<file path="src/rtl/point_tile_binner_if.sv">
// Point binner bus: streaming point input plus binned-point and per-tile count dump outputs.
interface point_tile_binner_if #(
  parameter int unsigned GRID_LOG2 = 2,
  parameter int unsigned CNT_W     = 8
);
  localparam int unsigned IdW = 2 * GRID_LOG2;

  logic [127:0]     in_point;
  logic             in_valid;
  logic             in_done;
  logic [127:0]     tile_point;
  logic [IdW-1:0]   tile_id;
  logic             tile_valid;
  logic [CNT_W-1:0] count_out;
  logic [IdW-1:0]   count_tile_id;
  logic             count_valid;
  logic             count_last;
  logic [15:0]      drop_count;
  logic             busy;
  logic             overrun;

  modport master (
    output in_point, in_valid, in_done,
    input  tile_point, tile_id, tile_valid, count_out, count_tile_id, count_valid,
           count_last, drop_count, busy, overrun
  );

  modport slave (
    input  in_point, in_valid, in_done,
    output tile_point, tile_id, tile_valid, count_out, count_tile_id, count_valid,
           count_last, drop_count, busy, overrun
  );
endinterface

</file>
<file path="src/rtl/point_tile_binner.sv">
// Bins points into a square tile grid, counts per tile, and dumps counts at frame end.
// Define BINNER_SATURATE_EN for saturating tile counters; otherwise they wrap.
module point_tile_binner #(
  parameter int unsigned TILE_SHIFT = 8,
  parameter int unsigned GRID_LOG2  = 2,
  parameter int unsigned CNT_W      = 8
) (
  input logic                    clk,
  input logic                    reset,
  point_tile_binner_if.slave     bus
);
  localparam int unsigned IdW      = 2 * GRID_LOG2;
  localparam int unsigned NumTiles = 1 << IdW;
  localparam int unsigned RangeLsb = TILE_SHIFT + GRID_LOG2;

  typedef enum logic [1:0] {StAccum, StDrain, StDump} state_e;

  state_e state_q, state_d;

  logic             s1_valid_q, s1_in_range_q;
  logic [IdW-1:0]   s1_id_q;
  logic [127:0]     s1_point_q;
  logic             tile_valid_q;
  logic [IdW-1:0]   tile_id_q;
  logic [127:0]     tile_point_q;
  logic [IdW-1:0]   dump_idx_q, count_tile_id_q;
  logic [CNT_W-1:0] count_out_q;
  logic             count_valid_q, count_last_q;
  logic [15:0]      drop_count_q;
  logic             overrun_q;
  logic [CNT_W-1:0] cnt_q [NumTiles];

  logic             accept, busy, dumping, in_range, s1_bin, s1_drop;
  logic [IdW-1:0]   in_id;
  logic [CNT_W-1:0] cnt_cur, cnt_inc;

  // Non-negative and below grid size is the same as all bits above the tile index being zero.
  assign in_range = (bus.in_point[31:RangeLsb] == '0) && (bus.in_point[63:32+RangeLsb] == '0);
  assign in_id    = {bus.in_point[32+TILE_SHIFT +: GRID_LOG2],
                     bus.in_point[TILE_SHIFT +: GRID_LOG2]};
  assign busy     = (state_q != StAccum);
  assign accept   = bus.in_valid && !busy;
  assign dumping  = (state_q == StDump);
  assign s1_bin   = s1_valid_q && s1_in_range_q;
  assign s1_drop  = s1_valid_q && !s1_in_range_q;
  assign cnt_cur  = cnt_q[s1_id_q];

`ifdef BINNER_SATURATE_EN
  assign cnt_inc = (&cnt_cur) ? cnt_cur : cnt_cur + CNT_W'(1);
`else
  assign cnt_inc = cnt_cur + CNT_W'(1);
`endif

  always_comb begin
    state_d = state_q;
    unique case (state_q)
      StAccum: if (bus.in_done) state_d = StDrain;
      StDrain: state_d = StDump;
      StDump:  if (&dump_idx_q) state_d = StAccum;
      default: state_d = StAccum;
    endcase
  end

  always_ff @(posedge clk or posedge reset) begin
    if (reset) state_q <= StAccum;
    else       state_q <= state_d;
  end

  always_ff @(posedge clk or posedge reset) begin
    if (reset) begin
      s1_valid_q      <= 1'b0;
      s1_in_range_q   <= 1'b0;
      s1_id_q         <= '0;
      s1_point_q      <= '0;
      tile_valid_q    <= 1'b0;
      tile_id_q       <= '0;
      tile_point_q    <= '0;
      dump_idx_q      <= '0;
      count_tile_id_q <= '0;
      count_out_q     <= '0;
      count_valid_q   <= 1'b0;
      count_last_q    <= 1'b0;
      drop_count_q    <= '0;
      overrun_q       <= 1'b0;
    end else begin
      s1_valid_q <= accept;
      if (accept) begin
        s1_in_range_q <= in_range;
        s1_id_q       <= in_id;
        s1_point_q    <= bus.in_point;
      end
      tile_valid_q <= s1_bin;
      if (s1_bin) begin
        tile_id_q    <= s1_id_q;
        tile_point_q <= s1_point_q;
      end
      // Clearing after the last count cannot collide with a drop: no point is in flight then.
      if (count_last_q)                        drop_count_q <= '0;
      else if (s1_drop && !(&drop_count_q))    drop_count_q <= drop_count_q + 16'd1;
      count_valid_q <= dumping;
      count_last_q  <= dumping && (&dump_idx_q);
      if (dumping) begin
        count_out_q     <= cnt_q[dump_idx_q];
        count_tile_id_q <= dump_idx_q;
        dump_idx_q      <= dump_idx_q + IdW'(1);
      end
      if (busy && (bus.in_valid || bus.in_done)) overrun_q <= 1'b1;
    end
  end

  // The last point of a frame lands before DUMP starts, so clear and increment never overlap.
  always_ff @(posedge clk or posedge reset) begin
    if (reset) begin
      for (int i = 0; i < NumTiles; i++) cnt_q[i] <= '0;
    end else if (dumping) begin
      cnt_q[dump_idx_q] <= '0;
    end else if (s1_bin) begin
      cnt_q[s1_id_q] <= cnt_inc;
    end
  end

  assign bus.tile_point    = tile_point_q;
  assign bus.tile_id       = tile_id_q;
  assign bus.tile_valid    = tile_valid_q;
  assign bus.count_out     = count_out_q;
  assign bus.count_tile_id = count_tile_id_q;
  assign bus.count_valid   = count_valid_q;
  assign bus.count_last    = count_last_q;
  assign bus.drop_count    = drop_count_q;
  assign bus.busy          = busy;
  assign bus.overrun       = overrun_q;
endmodule

</file>
<file path="src/flat_wrapper.sv">
// flat-port wrapper written by rule: the top's interface ports become plain ports
module point_tile_binner_flat 
#(
  parameter int unsigned TILE_SHIFT = 8,
  parameter int unsigned GRID_LOG2  = 2,
  parameter int unsigned CNT_W      = 8
)
  (clk, reset, bus_in_point, bus_in_valid, bus_in_done, bus_tile_point, bus_tile_id, bus_tile_valid, bus_count_out, bus_count_tile_id, bus_count_valid, bus_count_last, bus_drop_count, bus_busy, bus_overrun);
  point_tile_binner_if #(.GRID_LOG2(GRID_LOG2), .CNT_W(CNT_W)) bus_i ();
  input logic clk;
  input logic reset;
  input wire logic [$bits(bus_i.in_point)-1:0] bus_in_point;
  input wire logic [$bits(bus_i.in_valid)-1:0] bus_in_valid;
  input wire logic [$bits(bus_i.in_done)-1:0] bus_in_done;
  output wire logic [$bits(bus_i.tile_point)-1:0] bus_tile_point;
  output wire logic [$bits(bus_i.tile_id)-1:0] bus_tile_id;
  output wire logic [$bits(bus_i.tile_valid)-1:0] bus_tile_valid;
  output wire logic [$bits(bus_i.count_out)-1:0] bus_count_out;
  output wire logic [$bits(bus_i.count_tile_id)-1:0] bus_count_tile_id;
  output wire logic [$bits(bus_i.count_valid)-1:0] bus_count_valid;
  output wire logic [$bits(bus_i.count_last)-1:0] bus_count_last;
  output wire logic [$bits(bus_i.drop_count)-1:0] bus_drop_count;
  output wire logic [$bits(bus_i.busy)-1:0] bus_busy;
  output wire logic [$bits(bus_i.overrun)-1:0] bus_overrun;
  assign bus_i.in_point = bus_in_point;
  assign bus_i.in_valid = bus_in_valid;
  assign bus_i.in_done = bus_in_done;
  assign bus_tile_point = bus_i.tile_point;
  assign bus_tile_id = bus_i.tile_id;
  assign bus_tile_valid = bus_i.tile_valid;
  assign bus_count_out = bus_i.count_out;
  assign bus_count_tile_id = bus_i.count_tile_id;
  assign bus_count_valid = bus_i.count_valid;
  assign bus_count_last = bus_i.count_last;
  assign bus_drop_count = bus_i.drop_count;
  assign bus_busy = bus_i.busy;
  assign bus_overrun = bus_i.overrun;
  point_tile_binner #(.TILE_SHIFT(TILE_SHIFT), .GRID_LOG2(GRID_LOG2), .CNT_W(CNT_W)) u_core (.clk(clk), .reset(reset), .bus(bus_i));
endmodule
</file>
<file path="config.mk">
export PLATFORM = sky130hd
export DESIGN_NAME = point_tile_binner_flat
export DESIGN_NICKNAME = d
export VERILOG_FILES = /design/src/rtl/point_tile_binner_if.sv /design/src/rtl/point_tile_binner.sv /design/src/flat_wrapper.sv
export SDC_FILE = /design/constraint.sdc
export NUM_CORES = 1
export LEC_CHECK = 0
export ABC_AREA = 1
export BUFFER_PORTS_ARGS = -buffer_cell sky130_fd_sc_hd__buf_2
export CAP_MARGIN = 20
export CORE_MARGIN = 8
export CORE_UTILIZATION = 30
export DETAILED_ROUTE_END_ITERATION = 8
export PLACE_DENSITY = 0.5
export REMOVE_ABC_BUFFERS = 1
export SYNTH_ARGS = -nofsm -noshare
export SYNTH_HDL_FRONTEND = slang
export SYNTH_SLANG_ARGS = --single-unit
</file>
<file path="constraint.sdc">
create_clock -name clk -period 38.7 [get_ports clk]
set_clock_uncertainty 0.1 [all_clocks]
set_input_delay 5.805 -clock clk [delete_from_list [all_inputs] [get_ports clk]]
set_output_delay 5.805 -clock clk [all_outputs]
set_load 0.02 [all_outputs]
</file>
==> run metrics, run 1 <==
hold_buf cts 0; Crit. End Element asynchronous set/reset pin; Final Hold Violating Endpoints 0; CP cell instances buf_2 > inv_8 > buf_4 > buf_4; number of detailed-route iterations in the first pass 5; vias per inst 4.910; Placed Area 22010 µm²; slew of the pin with the lowest slew margin 1155 ps; post-CTS sizing 0; total power 1.842 mW; postcts setup bufs 0; vias in the first global route 18.06k; Sequential Area 10610 µm²; most frequent cells in the layout 918 x nand2_1, 422 x dfrtp_1, 296 x buf_2; mapped cell area 19840 µm²; compound-gate portion of the synthesized area 14.45%; Post-Layout Inst Area 23640 µm²; grt total ovfl 0; first-pass GRT wire length 107900 µm; worst vdd ir 40.02 µV; Switching Power 0.8122 mW; crit start category input port; later-pin clock latency in the skew report 600 ps; largest family of logic cells by synthesized area simple AND/OR/NAND/NOR gates; Die ar. 74630 µm²; Leakage 12.23 nW; Top delay family on crit path buffers and inverters; Final Max Tran Viols 0; Placer Congestion 0.8547; synth warn 0; area occupied by multi-input gates 7851 µm²; most used cell, CP buf_4; RSZ-0062 raised after global routing no; CP max-delay cell buf_4; Post-route DRC 0; layout cell share with drive strength beyond 1 16.37%; most common cell after layout, fill and taps aside nand2_1; Initial Util 30.24%; slowest cell delay on critical path 770 ps; ys flop type dfrtp_1; post-synthesis instance total 2505; fraction of registers with async set/reset 100.0%; Row Count 94; Post-Synth Adder-Cell Area 0.3783%; CP max FO 108; synthesis-to-finish area growth 19.13%; DR vias 17.94k; #FFs+latches synth 424; period utilization 19.52%; clock sink count 424; Final HPWL DP 46280 µm; Pwr Density 77.92 nW/µm²; Fin Setup TNS 0 ps; Wirelength per Cell 19.04 µm; worst hold slack 359.7 ps; 1st-iter DRT viols 1634; Worst Hold Depth 2; Util after Layout 36.02%; post-synthesis mux area share 0%; Reg power frac 35.5%; chip height 273.2 µm; Hold Path Class flip-flop to flip-flop; Die X 273.2 µm; Cell Int Power 1.030 mW; H-tree depth 2; Core Area 65630 µm²; area share of the largest cell type after synthesis 53.47%; port bufs 296; Simple-Gate Fraction of Synth Area 24.41%; status complete, no violations; Post-Synth XOR/XNOR Area 0.2585%; register area share after synthesis 53.47%; Worst-path clk slew 60 ps; io pins 297; worst relative slew slack 22.73%; antenna violations before repair 7; WP data required 39180 ps; post-synth top area cell dfrtp_1; clock buffer depth 3; post-synthesis average cell area 7.922 µm²; clock root cell clkbuf_16; Worst R2R Path Depth 15; Routed WL 69560 µm; # setup viols final 0; crit path kind input port to asynchronous set/reset pin; Sw Share 44.09%; logic gate share of total power 39.2%; clock power share 25.3%; crit path time final 7553 ps; CP Depth 4; number of flops mapped to enable cells by yosys 0; top cells by area, synth dfrtp_1 53%, nand2_1 17%, o21ai_0 6.2%; Total GRT Usage 18.21%; Post-layout nets 2887; fill count 6938; Antenna Nets Post-Route 0; Max Cap Viol 0; Num CTS Buffers 47; WP buf/inv 4; TritonCTS clock tree built; largest net degree at the start of global routing 109; distinct cell type count after synthesis 39; crit path DAT 8030 ps; maximum clock frequency 132.4 MHz
kinds of logic (layout without fill, tap and decap cells):
kind of cell    after synthesis  after routing
compound gates              523            523
xor+xnor                      5              5
fa+ha+maj                     6              6
buf+inv                     337            618
flops                       424            424
other cells                   0              3
simple gates               1210           1210
stage by stage:
stage	instances	worst slack, ps
after floorplan	2383	20990
after global placement	3561	30200
after detailed placement	3563	30090
after CTS	3649	30730
after global routing	3651	30740
final	3653	31150
layer usage:
metal | part of all wire, % | track usage, % | wire length, µm
met2 | 46 | 29.13 | 32300
met4 | 3.0 | 6.426 | 2062
met3 | 7.2 | 3.790 | 4986
met5 | 0.076 | 0 | 53
met1 | 43 | 24.30 | 30150
synthesized netlist by cell type, types with 5 or more instances:
cell,count
buf_4,6
nand3_2,12
ha_1,6
a21oi_4,10
buf_1,13
nor3_1,21
nor2_4,5
o22ai_1,52
nand4_1,16
inv_1,207
o21ai_0,247
a41oi_1,8
buf_2,11
buf_6,11
dfrtp_1,424
nand2_2,11
o21ai_1,8
nand2_1,920
clkbuf_1,80
nor2_2,5
a21oi_1,182
nor2_1,164
nand3_1,51
final cells by class:
cell class	instances	share of cell area [%]
flip-flops and latches	424	44.89
multi-input cells	1744	33.21
repair buffers	317	7.050
clock buffers	66	5.700
well taps	864	4.573
inverters	215	3.477
clock inverters	20	1.064
diodes	3	0.03176
final timing paths:
check | startpoint | end | slack [ps]
min | u_core.s1_point_q[30] | u_core.bus.tile_point[30] | 360
min in group asynchronous | reset | u_core.bus.count_valid | 5220
max reg2reg | u_core.s1_point_q[8] | u_core.cnt_q[42] | 33840
max | reset | u_core.s1_point_q[8] | 31150
max in group clk | u_core.state_q[1] | bus_busy | 31240
min reg2reg | u_core.s1_point_q[30] | u_core.bus.tile_point[30] | 360
power groups by stage:
| stage | clock (mW) | combinational, mW | sequential, mW |
|---|---|---|---|
| 3_3_place_gp | 0 | 0.699 | 0.655 |
| 3_5_place_dp | 0 | 0.711 | 0.660 |
| 2_1_floorplan | 0 | 0.439 | 0.659 |
| 5_1_grt | 0.497 | 0.793 | 0.668 |
| 6_report | 0.466 | 0.721 | 0.654 |
| 4_1_cts | 0.479 | 0.715 | 0.653 |
tightest hold or removal path, stage by stage (launching register included):
cell     delay [ps]
dfrtp_1         340
nand2_1          50
nand2_1          40
registers in the layout (all words and copies together) (netlist names), 2 cells and up:
register,flops
u_core.dump_idx_q,4
u_core.bus.drop_count,16
u_core.s1_point_q,128
u_core.bus.count_out,8
u_core.bus.tile_point,128
u_core.cnt_q,128
u_core.state_q,2
u_core.bus.count_tile_id,4
Note: power is estimated with default switching activity, not from simulation.
==> run 2, diff against run 1 <==
--- a/config.mk
+++ b/config.mk
@@ -11,7 +11,7 @@
 export CORE_MARGIN = 8
 export CORE_UTILIZATION = 30
 export DETAILED_ROUTE_END_ITERATION = 8
-export PLACE_DENSITY = 0.5
+export PLACE_DENSITY = 0.52
 export REMOVE_ABC_BUFFERS = 1
 export SYNTH_ARGS = -nofsm -noshare
 export SYNTH_HDL_FRONTEND = slang
==> constraint.sdc (replaced) <==
create_clock -name clk -period 6.13 [get_ports clk]
set_clock_uncertainty 0.1 [all_clocks]
set_input_delay 0.9195 -clock clk [delete_from_list [all_inputs] [get_ports clk]]
set_output_delay 0.9195 -clock clk [all_outputs]
set_load 0.02 [all_outputs]
==> run metrics, run 2 (synthesized netlist as in run 1, its figures left out) <==
antenna violations before repair 3 (was 7); RSZ-0062 raised after global routing no (unchanged); Post-Layout Inst Area 23790 µm² (was 23640 µm²); Post-route DRC 0 (unchanged); most used cell, CP nand2_1 (was buf_4); # setup viols final 0 (unchanged); DR vias 18.00k (was 17.94k); Top delay family on crit path simple AND/OR/NAND/NOR gates (was buffers and inverters); Final HPWL DP 47910 µm (was 46280 µm); Die X 273.2 µm (unchanged); synthesis-to-finish area growth 19.87% (was 19.13%); first-pass GRT wire length 109900 µm (was 107900 µm); Hold Path Class input port to asynchronous set/reset pin (was flip-flop to flip-flop); CP max FO 41 (was 108); period utilization 68.96%; maximum clock frequency 236.6 MHz; port bufs 296 (unchanged); Pwr Density 492.3 nW/µm² (was 77.92 nW/µm²); Placer Congestion 0.9081 (was 0.8547); crit path DAT 4600 ps (was 8030 ps); Num CTS Buffers 49 (was 47); crit path kind flip-flop to flip-flop (was input port to asynchronous set/reset pin); 1st-iter DRT viols 1421 (was 1634); Worst-path clk slew 60 ps (about the same); CP max-delay cell dfrtp_2 (was buf_4); Antenna Nets Post-Route 0 (unchanged); Fin Setup TNS 0 ps (unchanged); TritonCTS clock tree built (unchanged); WP buf/inv 2 (was 4); status complete, no violations (unchanged); Crit. End Element flip-flop (was asynchronous set/reset pin); Total GRT Usage 18.56% (was 18.21%); worst relative slew slack 30.06% (was 22.73%); vias per inst 4.912 (was 4.910); grt total ovfl 0 (unchanged); most frequent cells in the layout 918 x nand2_1, 423 x dfrtp_1, 296 x buf_2 (was 918 x nand2_1, 422 x dfrtp_1, 296 x buf_2); number of detailed-route iterations in the first pass 6 (was 5); H-tree depth 2 (unchanged); slew of the pin with the lowest slew margin 1049 ps (was 1155 ps); fill count 6992 (was 6938); Post-layout nets 2898 (was 2887); Row Count 94 (unchanged); crit path time final 4227 ps; slowest cell delay on critical path 1050 ps (was 770 ps); io pins 297 (unchanged); Die ar. 74630 µm² (unchanged); Leakage 12.32 nW (was 12.23 nW); Final Hold Violating Endpoints 0 (unchanged); WP data required 6500 ps (was 39180 ps); Routed WL 70400 µm (was 69560 µm); hold_buf cts 0 (unchanged); vias in the first global route 18.36k (was 18.06k); clock buffer depth 3 (unchanged); crit start category flip-flop (was input port); postcts setup bufs 0 (unchanged); layout cell share with drive strength beyond 1 16.83% (was 16.37%); CP cell instances nand2_2 > inv_2 > nand2_1 > nand4_1 > nand2_1 > nand2_1 > inv_1 > nand2_2 > ha_1 > nand4_2 > nand3_1 > a21oi_1 (was buf_2 > inv_8 > buf_4 > buf_4); largest net degree at the start of global routing 139 (was 109); Wirelength per Cell 19.21 µm (was 19.04 µm); Final Max Tran Viols 0 (unchanged); most common cell after layout, fill and taps aside nand2_1 (unchanged); Core Area 65630 µm² (unchanged); clock root cell clkbuf_16 (unchanged); chip height 273.2 µm (unchanged); clock sink count 424 (unchanged); later-pin clock latency in the skew report 600 ps (about the same); worst vdd ir 262.7 µV (was 40.02 µV); post-CTS sizing 0 (unchanged); Initial Util 30.24% (unchanged); Placed Area 22090 µm² (was 22010 µm²); Max Cap Viol 0 (unchanged)
[run 2: final timing paths]
kind | from | endpoint | slack (ps) | depth (start not counted)
min in group clk | u_core.s1_point_q[27] | u_core.bus.tile_point[27] | 360 | 2
setup / recovery | u_core.s1_point_q[8] | u_core.cnt_q[22] | 1900 | 12
max in group asynchronous | reset | u_core.s1_point_q[68] | 4280 | 3
hold / removal | reset | u_core.bus.count_valid | 330 | 2
hold reg to reg | u_core.s1_point_q[27] | u_core.bus.tile_point[27] | 360 | 2
setup reg to reg | u_core.s1_point_q[8] | u_core.cnt_q[22] | 1900 | 12
[run 2: power breakdown]
part	switching (mW)	total, mW	leakage, nW	internal, mW
registers	0.608	4.18	5.51	3.57
clock network	1.24	3.00	0.820	1.76
logic	3.28	4.53	5.99	1.25
total	5.13	11.7	12.3	6.58
[run 2: metrics by stage]
stage | instances | util (%) | power, mW | setup slack [ps] | hold slack, ps
floorplan | 2383 | - | 6.930 | -6694 | 342.2
global placement | 3571 | 33.65 | 8.614 | 2013 | 350.6
detailed placement | 3572 | 33.66 | 8.696 | 1946 | 353.7
CTS | 3662 | 36.20 | 11.76 | 1914 | 367.3
global route | 3664 | 36.25 | 12.50 | 1642 | 384.5
finish | 3664 | 36.25 | 11.71 | 1903 | 332.2
[run 2: layer usage]
| layer | GRT usage [%] | vias up | routed length (µm) |
|---|---|---|---|
| met1 | 23.97 | 8688 | 29850 |
| li1 | - | 8519 | - |
| met3 | 4.908 | 136 | 5732 |
| met5 | 0 | - | 25 |
| met4 | 6.050 | 4 | 2183 |
| met2 | 30.07 | 649 | 32610 |
[run 2: final cells by class]
cell class,count,area (µm²),area share [%]
clock buffer,71,1469,6.175
timing repair buffer,326,1752,7.364
clock inverter,19,198.9,0.8363
sequential,424,10610,44.61
multi-input combinational,1744,7851,33.01
inverter,215,822.0,3.456
tap,864,1081,4.545
antenna,1,2.502,0.01052
[run 2: worst reg2reg max path, cell delays in order, from the launching register on]
cell	delay, ps
dfrtp_2	1050
nand2_2	470
inv_2	360
nand2_1	80
nand4_1	80
nand2_1	60
nand2_1	80
inv_1	50
nand2_2	350
ha_1	350
nand4_2	660
nand3_1	320
a21oi_1	100
==> run 3, diff against run 2 <==
==> constraint.sdc (replaced) <==
create_clock -name clk -period 3.8 [get_ports clk]
set_clock_uncertainty 0.1 [all_clocks]
set_input_delay 0.57 -clock clk [delete_from_list [all_inputs] [get_ports clk]]
set_output_delay 0.57 -clock clk [all_outputs]
set_load 0.02 [all_outputs]
==> run metrics, run 3 (synthesized netlist as in run 1, its figures left out) <==
Max Cap Viol 0 (unchanged); Final Hold Violating Endpoints 0 (unchanged); worst setup path endpoint u_core.cnt_q[55] (was u_core.cnt_q[22]); layout cell share with drive strength beyond 1 17.08% (was 16.83%); Worst R2R Setup Slack 550 ps (was 1900 ps); Fin Setup TNS 0 ps (unchanged); crit path kind flip-flop to flip-flop (unchanged); Final HPWL DP 48520 µm (was 47910 µm); synthesis-to-finish area growth 20.42% (was 19.87%); Post-route DRC 0 (unchanged); crit path DAT 3600 ps (was 4600 ps); Placer Congestion 0.9370 (was 0.9081); CP max FO 20 (was 41); Post-layout nets 2919 (was 2898); Placed Area 22310 µm² (was 22090 µm²); TritonCTS clock tree built (unchanged); crit start category flip-flop (unchanged); period utilization 85.44% (was 68.96%); clock root cell clkbuf_16 (unchanged); RSZ-0062 raised after global routing no (unchanged); Row Count 94 (unchanged); worst vdd ir 352.3 µV (was 262.7 µV); crit path from u_core.s1_point_q[8] (unchanged); port bufs 296 (unchanged); FF-to-FF End u_core.cnt_q[55] (was u_core.cnt_q[22]); Switching Power 8.217 mW (was 5.132 mW); status complete, no violations (unchanged); most common cell after layout, fill and taps aside nand2_1 (unchanged); Core Area 65630 µm² (unchanged); Sw Share 43.67% (was 43.83%); Crit. End Element flip-flop (unchanged); worst relative slew slack 29.65% (was 30.06%); later-pin clock latency in the skew report 590 ps (was 600 ps); number of detailed-route iterations in the first pass 5 (was 6); Total GRT Usage 18.33% (was 18.56%); Placed Cells 3594 (was 3572); setup slack after layout 553.1 ps (was 1903 ps); Post-Layout Inst Area 23900 µm² (was 23790 µm²); Util after Layout 36.41% (was 36.25%); pre-CTS setup slack 615.1 ps (was 1946 ps); Num CTS Buffers 48 (was 49); chip height 273.2 µm (unchanged); Worst R2R Path Depth 9 (was 12); Antenna Nets Post-Route 0 (unchanged); DR vias 18.08k (was 18.00k); maximum clock frequency 308.0 MHz (was 236.6 MHz); grt total ovfl 0 (unchanged); 1st-iter DRT viols 1587 (was 1421); WP data required 4150 ps (was 6500 ps); most frequent cells in the layout 918 x nand2_1, 423 x dfrtp_1, 296 x buf_2 (unchanged); Routed WL 69720 µm (was 70400 µm); post-CTS sizing 0 (unchanged); Non-Filler Instances 3682 (was 3664); logic gate share of total power 39.3% (was 38.7%); Pwr Density 787.5 nW/µm² (was 492.3 nW/µm²); H-tree depth 2 (unchanged); clock power share 24.8% (was 25.6%); Reg power frac 35.9% (was 35.7%); clock sink count 424 (unchanged); vias in the first global route 18.28k (was 18.36k); crit path time final 3247 ps (was 4227 ps); vias per inst 4.911 (was 4.912); FF-to-FF Start u_core.s1_point_q[8] (unchanged); Final Max Tran Viols 0 (unchanged); Worst-path clk slew 60 ps (about the same); Initial Util 30.24% (unchanged); slew of the pin with the lowest slew margin 1055 ps (was 1049 ps); clock buffer depth 3 (unchanged); Leakage 12.38 nW (was 12.32 nW); antenna violations before repair 8 (was 3); postcts setup bufs 0 (unchanged); Cell Int Power 10.60 mW (was 6.578 mW); # setup viols final 0 (unchanged); largest net degree at the start of global routing 138 (was 139); Die ar. 74630 µm² (unchanged); Wirelength per Cell 18.94 µm (was 19.21 µm); Hold Path Class input port to flip-flop (was input port to asynchronous set/reset pin); io pins 297 (unchanged); first-pass GRT wire length 109000 µm (was 109900 µm); Die X 273.2 µm (unchanged)
==> run 3: cell types whose count changed in the layout (fill, tap and decap cells not counted), sizes merged <==
cell	delta
clkbuf	+3
buf	+21
clkinv	-4
inv	-1
dlygate4sd3	+1
clkinvlp	-2
bufinv	-1
diode	+1
==> run 3: worst min path at each step <==
| stage | start | end | slack (ps) | depth (start not counted) |
|---|---|---|---|---|
| after floorplan | u_core.s1_point_q[0] | u_core.bus.tile_point[0] | 340 | 2 |
| after global placement | u_core.s1_point_q[29] | u_core.bus.tile_point[29] | 350 | 2 |
| after detailed placement | u_core.s1_point_q[50] | u_core.bus.tile_point[50] | 350 | 2 |
| after CTS | bus_in_point[39] | u_core.s1_point_q[39] | 30 | 3 |
| after global routing | bus_in_point[39] | u_core.s1_point_q[39] | 50 | 3 |
| final | bus_in_point[94] | u_core.s1_point_q[94] | 70 | 3 |
==> run 3: final cells by class <==
| cell class | count | area (µm²) |
|---|---|---|
| repair buffers | 348 | 1949 |
| multi-input cells | 1744 | 7851 |
| flip-flops and latches | 424 | 10610 |
| fillers | 6921 | 41730 |
| clock inverters | 11 | 125.1 |
| well taps | 864 | 1081 |
| clock buffers | 74 | 1450 |
| inverters | 215 | 822.0 |
| diodes | 2 | 5.005 |
==> run 3: repair_timing <==
action | CTS | global route
hold buffers | 1 | 0
setup endpoints to repair | 0 | 0
endpoints found under the hold margin | 10 | 0
==> run 3: routing by layer <==
layer | vias up | track usage, % | wire length, µm
met1 | 8710 | 23.47 | 29520
met4 | 14 | 6.119 | 2205
met2 | 639 | 29.67 | 32240
met3 | 141 | 5.135 | 5671
li1 | 8577 | - | -
met5 | - | 0 | 82
==> run 3: through the flow <==
step,hold WS [ps],power [mW]
final,65.39,18.82
after global routing,49.85,20.08
after floorplan,342.2,11.18
after global placement,350.6,14.03
after CTS,30.86,18.88
after detailed placement,350.6,14.15
==> run 3: critical path, cell delays in order, from the launching register on <==
cell      delay, ps
dfrtp_2         610
nor2_4          500
clkinv_1        290
buf_4           240
o22ai_1         180
o21ai_0         230
nand4_1         160
nand3_2         270
nand2_2         380
o22ai_1         130
==> run 3: power groups by stage <==
stage,combinational [mW],clock [mW],sequential [mW]
global placement,7.26,0,6.77
global route,8.23,4.97,6.89
floorplan,4.47,0,6.71
finish,7.40,4.66,6.76
detailed placement,7.34,0,6.80
CTS,7.37,4.78,6.73
